[config.mk]
export PLATFORM = sky130hd
export DESIGN_NAME = round_norm_pipe
export DESIGN_NICKNAME = d
export VERILOG_FILES = /design/src/rtl/round_norm_pipe.sv
export SDC_FILE = /design/constraint.sdc
export NUM_CORES = 1
export LEC_CHECK = 0
export CAP_MARGIN = 0
export CORE_MARGIN = 4
export CORE_UTILIZATION = 51
export CTS_CLUSTER_SIZE = 40
export DETAILED_ROUTE_END_ITERATION = 10
export GPL_TIMING_DRIVEN = 1
export PLACE_DENSITY = 0.89
export SYNTH_ARGS = -nofsm -noshare
export SYNTH_HDL_FRONTEND = slang
export SYNTH_SLANG_ARGS = --single-unit
[constraint.sdc]
create_clock -name clk -period 3.45 [get_ports clk]
set_clock_uncertainty 0.2 [all_clocks]
set_input_delay 1.035 -clock clk [delete_from_list [all_inputs] [get_ports clk]]
set_output_delay 1.035 -clock clk [all_outputs]
set_load 0.02 [all_outputs]
[src/rtl/round_norm_pipe.sv]
// round_norm_pipe: two-stage rounding and post-round normalisation for the FP multiplier.
// S1 takes the round decision and increments; S2 renormalises and saturates on overflow.
module round_norm_pipe #(
    parameter int MANT_W = 24,
    parameter int EXP_W  = 8
) (
    input  logic              clk,
    input  logic              rst,
    input  logic              in_valid,
    output logic              in_ready,
    input  logic              in_sgn,
    input  logic [EXP_W:0]    in_exp,
    input  logic [MANT_W-1:0] in_mant,
    input  logic              in_guard,
    input  logic              in_sticky,
    input  logic [2:0]        in_rnd,
    output logic              out_valid,
    input  logic              out_ready,
    output logic              out_sgn,
    output logic [EXP_W-1:0]  out_exp,
    output logic [MANT_W-1:0] out_mant,
    output logic              out_inexact,
    output logic              out_overflow
);
    typedef enum logic [2:0] {
        RND_NEAR    = 3'd0,
        RND_ZERO    = 3'd1,
        RND_PINF    = 3'd2,
        RND_NINF    = 3'd3,
        RND_NEAR_UP = 3'd4,
        RND_AWAY    = 3'd5,
        RND_RSVD6   = 3'd6,
        RND_RSVD7   = 3'd7
    } rnd_e;

    localparam logic [EXP_W+1:0] EXP_OVF  = {2'b00, {EXP_W{1'b1}}};
    localparam logic [EXP_W-1:0] EXP_MAXF = {{(EXP_W-1){1'b1}}, 1'b0};

    logic              s1_ready, s2_ready, s1_load, s2_load;
    logic              s1_valid_q, s1_valid_d, s2_valid_q, s2_valid_d;

    logic              s1_sgn_q, s1_inexact_q;
    logic [EXP_W:0]    s1_exp_q;
    logic [MANT_W:0]   s1_sum_q, s1_sum_d;
    rnd_e              s1_rnd_q, s1_rnd_d;
    logic              s1_inexact_d, round_up;

    logic              out_sgn_q, out_inexact_q, out_overflow_q;
    logic              out_sgn_d, out_inexact_d, out_overflow_d;
    logic [EXP_W-1:0]  out_exp_q, out_exp_d;
    logic [MANT_W-1:0] out_mant_q, out_mant_d;

    logic              carry, ovf, to_inf;
    logic [EXP_W+1:0]  exp_n;
    logic [MANT_W-1:0] mant_n;

    assign s2_ready   = !s2_valid_q || out_ready;
    assign s1_ready   = !s1_valid_q || s2_ready;
    assign in_ready   = s1_ready;
    assign s1_load    = in_valid && s1_ready;
    assign s2_load    = s1_valid_q && s2_ready;
    assign s1_valid_d = s1_ready ? in_valid : s1_valid_q;
    assign s2_valid_d = s2_ready ? s1_valid_q : s2_valid_q;

    always_comb begin
        s1_rnd_d     = rnd_e'(in_rnd);
        s1_inexact_d = in_guard | in_sticky;
        round_up     = 1'b0;
        case (s1_rnd_d)
            RND_NEAR:    round_up = in_guard & (in_sticky | in_mant[0]);
            RND_PINF:    round_up = !in_sgn & s1_inexact_d;
            RND_NINF:    round_up = in_sgn & s1_inexact_d;
            RND_NEAR_UP: round_up = in_guard;
            RND_AWAY:    round_up = s1_inexact_d;
            default:     round_up = 1'b0;
        endcase
        s1_sum_d = {1'b0, in_mant} + {{MANT_W{1'b0}}, round_up};
    end

    // exp_n is two bits wider than the output so a carried pre-overflow can never wrap.
    always_comb begin
        carry  = s1_sum_q[MANT_W];
        mant_n = carry ? s1_sum_q[MANT_W:1] : s1_sum_q[MANT_W-1:0];
        exp_n  = {1'b0, s1_exp_q} + {{(EXP_W+1){1'b0}}, carry};
        ovf    = (exp_n >= EXP_OVF);
        to_inf = 1'b0;
        case (s1_rnd_q)
            RND_NEAR, RND_NEAR_UP, RND_AWAY: to_inf = 1'b1;
            RND_PINF:                        to_inf = !s1_sgn_q;
            RND_NINF:                        to_inf = s1_sgn_q;
            default:                         to_inf = 1'b0;
        endcase
        out_sgn_d      = s1_sgn_q;
        out_inexact_d  = s1_inexact_q | ovf;
        out_overflow_d = ovf;
        out_exp_d      = exp_n[EXP_W-1:0];
        out_mant_d     = mant_n;
        if (ovf && to_inf) begin
            out_exp_d  = '1;
            out_mant_d = '0;
        end else if (ovf) begin
            out_exp_d  = EXP_MAXF;
            out_mant_d = '1;
        end
    end

    always_ff @(posedge clk or posedge rst) begin
        if (rst) begin
            s1_valid_q <= 1'b0;
            s2_valid_q <= 1'b0;
        end else begin
            s1_valid_q <= s1_valid_d;
            s2_valid_q <= s2_valid_d;
        end
    end

    always_ff @(posedge clk or posedge rst) begin
        if (rst) begin
            s1_sgn_q     <= 1'b0;
            s1_exp_q     <= '0;
            s1_sum_q     <= '0;
            s1_rnd_q     <= RND_NEAR;
            s1_inexact_q <= 1'b0;
        end else if (s1_load) begin
            s1_sgn_q     <= in_sgn;
            s1_exp_q     <= in_exp;
            s1_sum_q     <= s1_sum_d;
            s1_rnd_q     <= s1_rnd_d;
            s1_inexact_q <= s1_inexact_d;
        end
    end

    always_ff @(posedge clk or posedge rst) begin
        if (rst) begin
            out_sgn_q      <= 1'b0;
            out_exp_q      <= '0;
            out_mant_q     <= '0;
            out_inexact_q  <= 1'b0;
            out_overflow_q <= 1'b0;
        end else if (s2_load) begin
            out_sgn_q      <= out_sgn_d;
            out_exp_q      <= out_exp_d;
            out_mant_q     <= out_mant_d;
            out_inexact_q  <= out_inexact_d;
            out_overflow_q <= out_overflow_d;
        end
    end

    assign out_valid    = s2_valid_q;
    assign out_sgn      = out_sgn_q;
    assign out_exp      = out_exp_q;
    assign out_mant     = out_mant_q;
    assign out_inexact  = out_inexact_q;
    assign out_overflow = out_overflow_q;

endmodule

## After elaboration in Yosys (flattened, before gate mapping)

Cells that the tools add are included.

- Flip-flop bits (word level): 76
- Bits of input ports: 43
- Logic and storage cells: 48

- $add $sub $neg: 2
- $lt $le $gt $ge: 1
- Equal/unequal tests: 8
- Muxes and demuxes: 7
- Bitwise logic cells: 6
- Reduce and logical (&&, ||, !) cells: 12

Operators with widths:

| cell | number |
|---|---|
| 2-to-1 mux 24 bit | 3 |
| adder 24 x 1 -> 25 bit | 1 |
| 2-to-1 mux 8 bit | 2 |
| == test 3 x 2 -> 1 bit (second input constant) | 4 |
| == test 3 bit (second input constant) | 4 |
| adder 9 x 1 -> 10 bit | 1 |
| greater-or-equal comparator 10 x 8 -> 1 bit (second input constant) | 1 |
| logical NOT 3 bit | 2 |
| case mux 1 bit (5 select lines) | 1 |
| logical NOT 1 bit | 4 |
| bitwise AND 1 bit | 3 |
| logical AND 1 bit | 3 |
| bitwise OR 1 bit | 3 |
| case mux 1 bit (3 select lines) | 1 |
| OR reduction 3 bit | 1 |
| logical OR 1 bit | 2 |

## Longest topological paths before layout

Gate-level depths: netlist of the first run.

- Depth after elaboration: 5
- Mapped depth: 10
- Gate-level depth less buffers: 10

## Worst setup path after synthesis of the first run

Ideal clock, no wire load.

- Kind: input to register
- Start point: input port in_rnd[0]
- End point: register s1_sum_q[22]
- Setup time: 133 ps
- Arrival: 2628 ps
- Required time: 3117 ps
- Slack: 489 ps
- Stages: 8
- Path buffers: 0
- Cells stage by stage: xor2_1 > o41ai_1 > ha_1 > ha_1 > nand2_1 > nor4_1 > xnor2_1 > o21ai_0

- Longest elaborated chain between the ends: 3

Ends and longest elaborated chain:

| item | RTL line | RTL |
|---|---|---|
| from (decl) | 16 | `input logic [2:0] in_rnd,` |
| == test 3 bit, or another cell as far along | 69 | `case (s1_rnd_d)` |
| case mux 1 bit (5 select lines) * | 69 |  |
| adder 24 x 1 -> 25 bit * | 77 | `s1_sum_d = {1'b0, in_mant} + {{MANT_W{1'b0}}, round_up};` |
| to (signal assigned) | 127 | `s1_sum_q <= s1_sum_d;` |
| to (decl) | 44 | `logic [MANT_W:0] s1_sum_q, s1_sum_d;` |

Mark *: on every way between the ends. The rest lies on a longest branch, timed or not.
A chain may end at the register's enable or synchronous reset.

## Worst setup path in the final report of the first run

- Start point: input port out_ready
- End point: output port in_ready

- Longest elaborated chain between the ends: 2

Ends and longest elaborated chain:

| item | RTL line | RTL |
|---|---|---|
| from (decl) | 18 | `input logic out_ready,` |
| logical OR 1 bit | 57 | `assign s2_ready = !s2_valid_q \|\| out_ready;` |
| logical OR 1 bit | 58 | `assign s1_ready = !s1_valid_q \|\| s2_ready;` |
| to (decl) | 10 | `output logic in_ready,` |

Every way passes these cells.

==> results of run 1 <==
metrics by stage:
step,utilization [%],instance area (um2),hold slack (ns),setup WS [ns]
3_5_place_dp,65.75,4820,0.2844,-0.07893
6_report,68.70,5036,0.2902,0.2510
3_3_place_gp,65.75,4820,0.2572,0.0002192
2_1_floorplan,-,3887,0.2498,0.2767
4_1_cts,68.70,5036,0.2995,0.2436
5_1_grt,68.70,5036,0.3312,0.09970
cells by family (layout without fill, tap and decap cells):
group	count (synthesis)	in the layout
compound gates	70	70
xor+xnor	28	28
fa+ha+maj	4	4
buf+inv	28	115
simple gates	131	131
flops	76	76
mux	39	39
state kept, by name, summed over array words and instances (netlist names):
name / flops
out_valid: 1
s1_valid_q: 1
s1_inexact_q: 1
s1_exp_q: 9
s1_rnd_q: 3
out_sgn_d: 1
out_overflow: 1
s1_sum_q: 25
out_inexact: 1
out_mant: 24
out_sgn: 1
out_exp: 8
cell usage in the layout, fill, tap and decap left out, types with 2 or more instances in the layout:
cell type,count
clkdlybuf4s50_1,78
dfrtp_1,76
nand2_1,67
o21ai_0,32
mux2i_1,25
o211ai_2,20
xnor2_1,18
nor2_1,15
mux2_2,14
buf_4,12
nand4_1,10
xor2_1,10
clkbuf_8,10
nand3_1,8
nor3_1,7
and3_1,6
inv_1,6
a31oi_1,6
o211ai_1,4
ha_1,4
and4_1,3
nand2b_1,3
nand3b_1,2
and2_1,2
nor4_1,2
clkbuf_1,2
bufinv_16,2
repair_timing:
| action | 4_1_cts | 5_1_grt |
|---|---|---|
| buffers inserted | 0 | 0 |
| endpoints found under the setup margin | 1 | 0 |
| gates resized for setup | 1 | 0 |
| hold endpoints to repair | 0 | 0 |
final timing paths:
path,from,end,depth (start not counted)
max in group asynchronous,rst,s1_sum_q[18],3
setup / recovery,out_ready,in_ready,3
hold reg to reg,out_exp[7],out_exp[7],2
setup reg to reg,s1_exp_q[0],out_exp[0],8
hold / removal,out_exp[7],out_exp[7],2
min in group asynchronous,rst,out_mant[7],3
critical path, delay by kind of cell:
kind / cells / cell delay [ns]
buffers and inverters: 2 / 0.80
and+or+nand+nor: 1 / 0.13
layer usage:
metal  track usage, %  part of all wire, %  up-vias
li1                 -                    -     1492
met1            31.01                   45     1541
met2            33.41                   48      106
met3            2.447                  4.6       19
met4            11.06                  2.5        0
met5                0                    0        -
area by class of cell:
class / instances / area [um2] / area share (%)
inverters: 7 / 26.28 / 0.5217
clock buffers: 12 / 145.1 / 2.882
well taps: 99 / 123.9 / 2.460
multi-input cells: 272 / 1867 / 37.07
flip-flops and latches: 76 / 1902 / 37.76
repair buffers: 92 / 899.6 / 17.86
clock inverters: 4 / 72.57 / 1.441
where the power goes:
part	internal, W	switching [W]	leakage [nW]	total [W]
registers	0.00107	0.000139	0.915	0.00121
logic	0.000421	0.000443	1.05	0.000864
clock network	0.000427	0.000316	0.107	0.000743
==> results_dict.tcl, run 1 <==
set metrics [dict create \
    crit_path_max_incr_delay_ns 0.46 \
    synth_top_area_share_pct 48.92 \
    synthAdderAreaFrac_pct 1.287 \
    critical_path_class "in2out" \
    vias 3158 \
    seq_area_frac_synth_pct 48.92 \
    drc 0 \
    dieArea_um2 9083 \
    drive_gt1_share_pct 14.69 \
    period_needed_ns 3.199 \
    die_w_um 95.31 \
    port_buffers 79 \
    rsz0062_at_grt "false" \
    cp.arrival_ns 1.96 \
    synth_area_leaders "dfrtp_1, nand2_1, mux2i_1" \
    grt_pass1_wl_mm 15.39 \
    place_inst 546 \
    synth_common_cells "dfrtp_1, nand2_1, o21ai_0" \
    cts_buffers 9 \
    ys_warn_count 0 \
    htree_levels 3 \
    regToRegSetupSlack_ns 0.75 \
    grt_antenna_before_repair 0 \
    synthCells 376 \
    path_cells "clkdlybuf4s50_1 > nand3b_1 > dlygate4sd2_1" \
    place_hpwl_mm 6.429 \
    gp_congestion 0.8485 \
    drtAntennaViolNets 0 \
    final_cells 562 \
    wl_per_cell_um 16.14 \
    yosys.area_share.simple_pct 15.80 \
    min_period_over_period_pct 92.72 \
    fin_nets 505 \
    run_status "completed" \
    setup_viol 0 \
    synth-compound-area-share_pct 13.97 \
    drt_first_pass_iters 5 \
    die_y_um 95.31 \
    synth-edff-count 0 \
    drv_slew 0 \
    clkSinkCount 76 \
    synth_most_common_cell "dfrtp_1" \
    maxCapViolCount 0 \
    antenna_cells 0 \
    syn_area_per_cell_um2 10.34 \
    core-area_um2 7331 \
    synthMuxAreaShare_pct 10.49 \
    cts_tree "built" \
    synth_xor_area_share_pct 6.308 \
    path_clk_slew_ns 0.07 \
    n_fill_cell 504 \
    grt_max_degree 77 \
    ys_ff_latch 76 \
    power_density_nw_per_um2 559.7 \
    netlist-cell-type-count 38 \
    cts_buffer_depth 2 \
    routed_wl_mm 9.073 \
    rows 31 \
    synth_ff_type "dfrtp_1" \
    netlist_area_um2 3887 \
    worst_path_max_delay_cell "clkdlybuf4s50_1" \
    drt-vias-per-instance 5.619 \
    gr-total-overflow 0 \
    worstPathRequired_ns 2.21 \
    peakVddDrop_mv 0.2171 \
    ctsHoldBuffers 0 \
    async_reset_ff_share_pct 100.0 \
    critPathCaptureType "primary output" \
    finalSetupTns_ns 0 \
    max_freq_mhz 312.6 \
    synth_top_family_by_area "simple AND/OR/NAND/NOR gates" \
    initial_utilization_pct 53.03 \
    synthesis.nets 423 \
    gr-usage-all-layers_pct 21.93 \
    finalHoldViolCount 0 \
    drt_iter0_markers 232 \
    grt_pass1_vias 3151 \
    yosysTopAreaCell "dfrtp_1" \
    ios 80 \
    critPathLaunchType "input pin" \
    tightest_slew_ns 0.5483 \
    hp-class "reg2reg" \
    totalPowerFinal_w 0.002819 \
    slew_headroom_pct 63.32 \
    clk_latency_ns 0.35 \
    cts-root-buf "clkbuf_8" \
    cp_max_fo 2 \
    leakagePower_nw 2.070 \
    areaGrowthSynthToFinish_pct 29.55 \
]
Note: power is estimated with default switching activity, not from simulation.
==> run 2: changes to the inputs <==
--- a/config.mk
+++ b/config.mk
@@ -6,12 +6,11 @@
 export NUM_CORES = 1
 export LEC_CHECK = 0
 export CAP_MARGIN = 0
-export CORE_MARGIN = 4
 export CORE_UTILIZATION = 51
 export CTS_CLUSTER_SIZE = 40
 export DETAILED_ROUTE_END_ITERATION = 10
 export GPL_TIMING_DRIVEN = 1
-export PLACE_DENSITY = 0.89
+export PLACE_DENSITY = 0.87
 export SYNTH_ARGS = -nofsm -noshare
 export SYNTH_HDL_FRONTEND = slang
 export SYNTH_SLANG_ARGS = --single-unit
==> run 2 against run 1 <==
Compared with the run above:
- critical path type is now in2reg
- sequential power about the same
- routed wire length decreased by 4.3%
- hold slack worse by 0.0081 ns
- count of clock-buffer cells in the layout unchanged
- sequential share of layout area grew 0.26 points
- largest cell class unchanged
- final area fell by 0.70%
- flip-flop and latch count is the same
==> results_dict.tcl, run 2 (synthesis gave the netlist of run 1 again) <==
set metrics [dict create \
    run_status "completed" \
    tightest_slew_ns 0.6396 \
    rsz0062_at_grt "false" \
    wl_met3_um 405 \
    critical_path_class "in2reg" \
    drt_iter0_markers 114 \
    routedLengthMet1_mm 3.928 \
    ios 80 \
    routed_wl_mm 8.680 \
    grt_antenna_before_repair 0 \
    maxCapViolCount 0 \
    min_period_over_period_pct 92.93 \
    fin_nets 506 \
    slew_headroom_pct 57.35 \
    port_buffers 79 \
    htree_levels 3 \
    grt_pass1_vias 2858 \
    die_y_um 89.31 \
    finalHoldViolCount 0 \
    cts-root-buf "clkbuf_8" \
    critPathCaptureType "flip-flop" \
    core-area_um2 7292 \
    drt-vias-per-instance 5.492 \
    vias 3081 \
    critPathLaunchType "input pin" \
    power_density_nw_per_um2 535.9 \
    drive_gt1_share_pct 14.94 \
    grt_max_degree 61 \
    crit_start "in_rnd[0]" \
    setup_viol 0 \
    drv_slew 0 \
    cts_tree "built" \
    die_w_um 89.31 \
    whs_ns 0.2820 \
    period_needed_ns 3.206 \
    final_cells 561 \
    max_freq_mhz 311.9 \
    cts_buffer_depth 2 \
    worstPathRequired_ns 3.48 \
    hp-class "reg2reg" \
    cp.arrival_ns 3.23 \
    timing.rr.start "s1_sum_q[24]" \
    final_common_cell "clkdlybuf4s50_1" \
    antenna_cells 0 \
    hold_path.startpoint "out_exp[7]" \
    dieArea_um2 7975 \
    top_layer_used "met4" \
    initial_utilization_pct 53.31 \
    dr_wl_met2_mm 4.267 \
    areaGrowthSynthToFinish_pct 28.65 \
    post-cts-setup-buffers 0 \
    place_hpwl_mm 6.472 \
    wl_per_cell_um 15.47 \
    leakagePower_nw 2.062 \
    cts_buffers 9 \
    drt_first_pass_iters 4 \
    cp_max_fo 6 \
    drc 0 \
    gr-total-overflow 0 \
    gr-usage-all-layers_pct 23.76 \
    largest_reg_flops 25 \
    peakVddDrop_mv 0.1905 \
    totalPowerFinal_w 0.002680 \
    largest-register "s1_sum_q" \
    grt_pass1_wl_mm 14.12 \
    gp_congestion 0.8500 \
    clk_latency_ns 0.34 \
    place_inst 547 \
    drtAntennaViolNets 0 \
    clkSinkCount 76 \
    mostFrequentLayoutCells "clkdlybuf4s50_1, dfrtp_1, nand2_1" \
    rows 31 \
    path_clk_slew_ns 0.07 \
]
-- run 2: metal layers --
layer,up-vias,track usage (%)
met5,-,0
met4,0,10.10
met3,8,2.955
met2,84,38.38
met1,1492,32.55
li1,1497,-
-- run 2: timing repair --
item / in CTS / in global routing
hold endpoints to repair: 0 / 0
endpoints found under the setup margin: 1 / 0
gates resized for setup: 1 / 0
hold buffers: 0 / 0
-- run 2: power breakdown --
part | switching [W] | total, W | internal (W)
combinational | 0.000442 | 0.000865 | 0.000423
clock | 0.000297 | 0.000607 | 0.000310
sequential | 0.000135 | 0.00121 | 0.00107
total | 0.000874 | 0.00268 | 0.00181
-- run 2: final timing paths --
check | to | slack (ns) | cells after the start
worst max-delay path | s1_sum_q[21] | 0.24 | 9
worst min-delay path | out_exp[7] | 0.28 | 2
worst max register to register | out_mant[12] | 0.71 | 8
worst min register to register | out_exp[7] | 0.28 | 2
max in group asynchronous | s1_sum_q[14] | 1.65 | 3
min in group asynchronous | s1_valid_q | 0.79 | 2
-- run 2: layout make-up --
type                            count  area (um2)
Fill cell                         539        2291
Sequential cell                    76        1902
Multi-Input combinational cell    272        1867
Timing Repair Buffer               93       907.1
Clock buffer                       12       165.2
Tap cell                           99       123.9
Inverter                            7       26.28
Clock inverter                      2       10.01
-- run 2: through the flow --
stage | area [um2] | setup slack [ns] | utilization (%) | setup TNS (ns)
4_1_cts | 5001 | 0.2080 | 68.58 | 0
2_1_floorplan | 3887 | 0.2767 | - | 0
3_5_place_dp | 4827 | -0.1565 | 66.20 | -1.141
3_3_place_gp | 4827 | 0.003212 | 66.20 | 0
6_report | 5001 | 0.2439 | 68.58 | 0
5_1_grt | 5001 | 0.02898 | 68.58 | 0
-- run 2: critical path, cell delays in order --
cell,delay (ns)
clkdlybuf4s50_1,0.48
xor2_1,0.21
o41ai_1,0.31
ha_1,0.26
buf_4,0.13
nand3_1,0.19
nor4_1,0.38
xnor2_1,0.15
o21ai_0,0.08
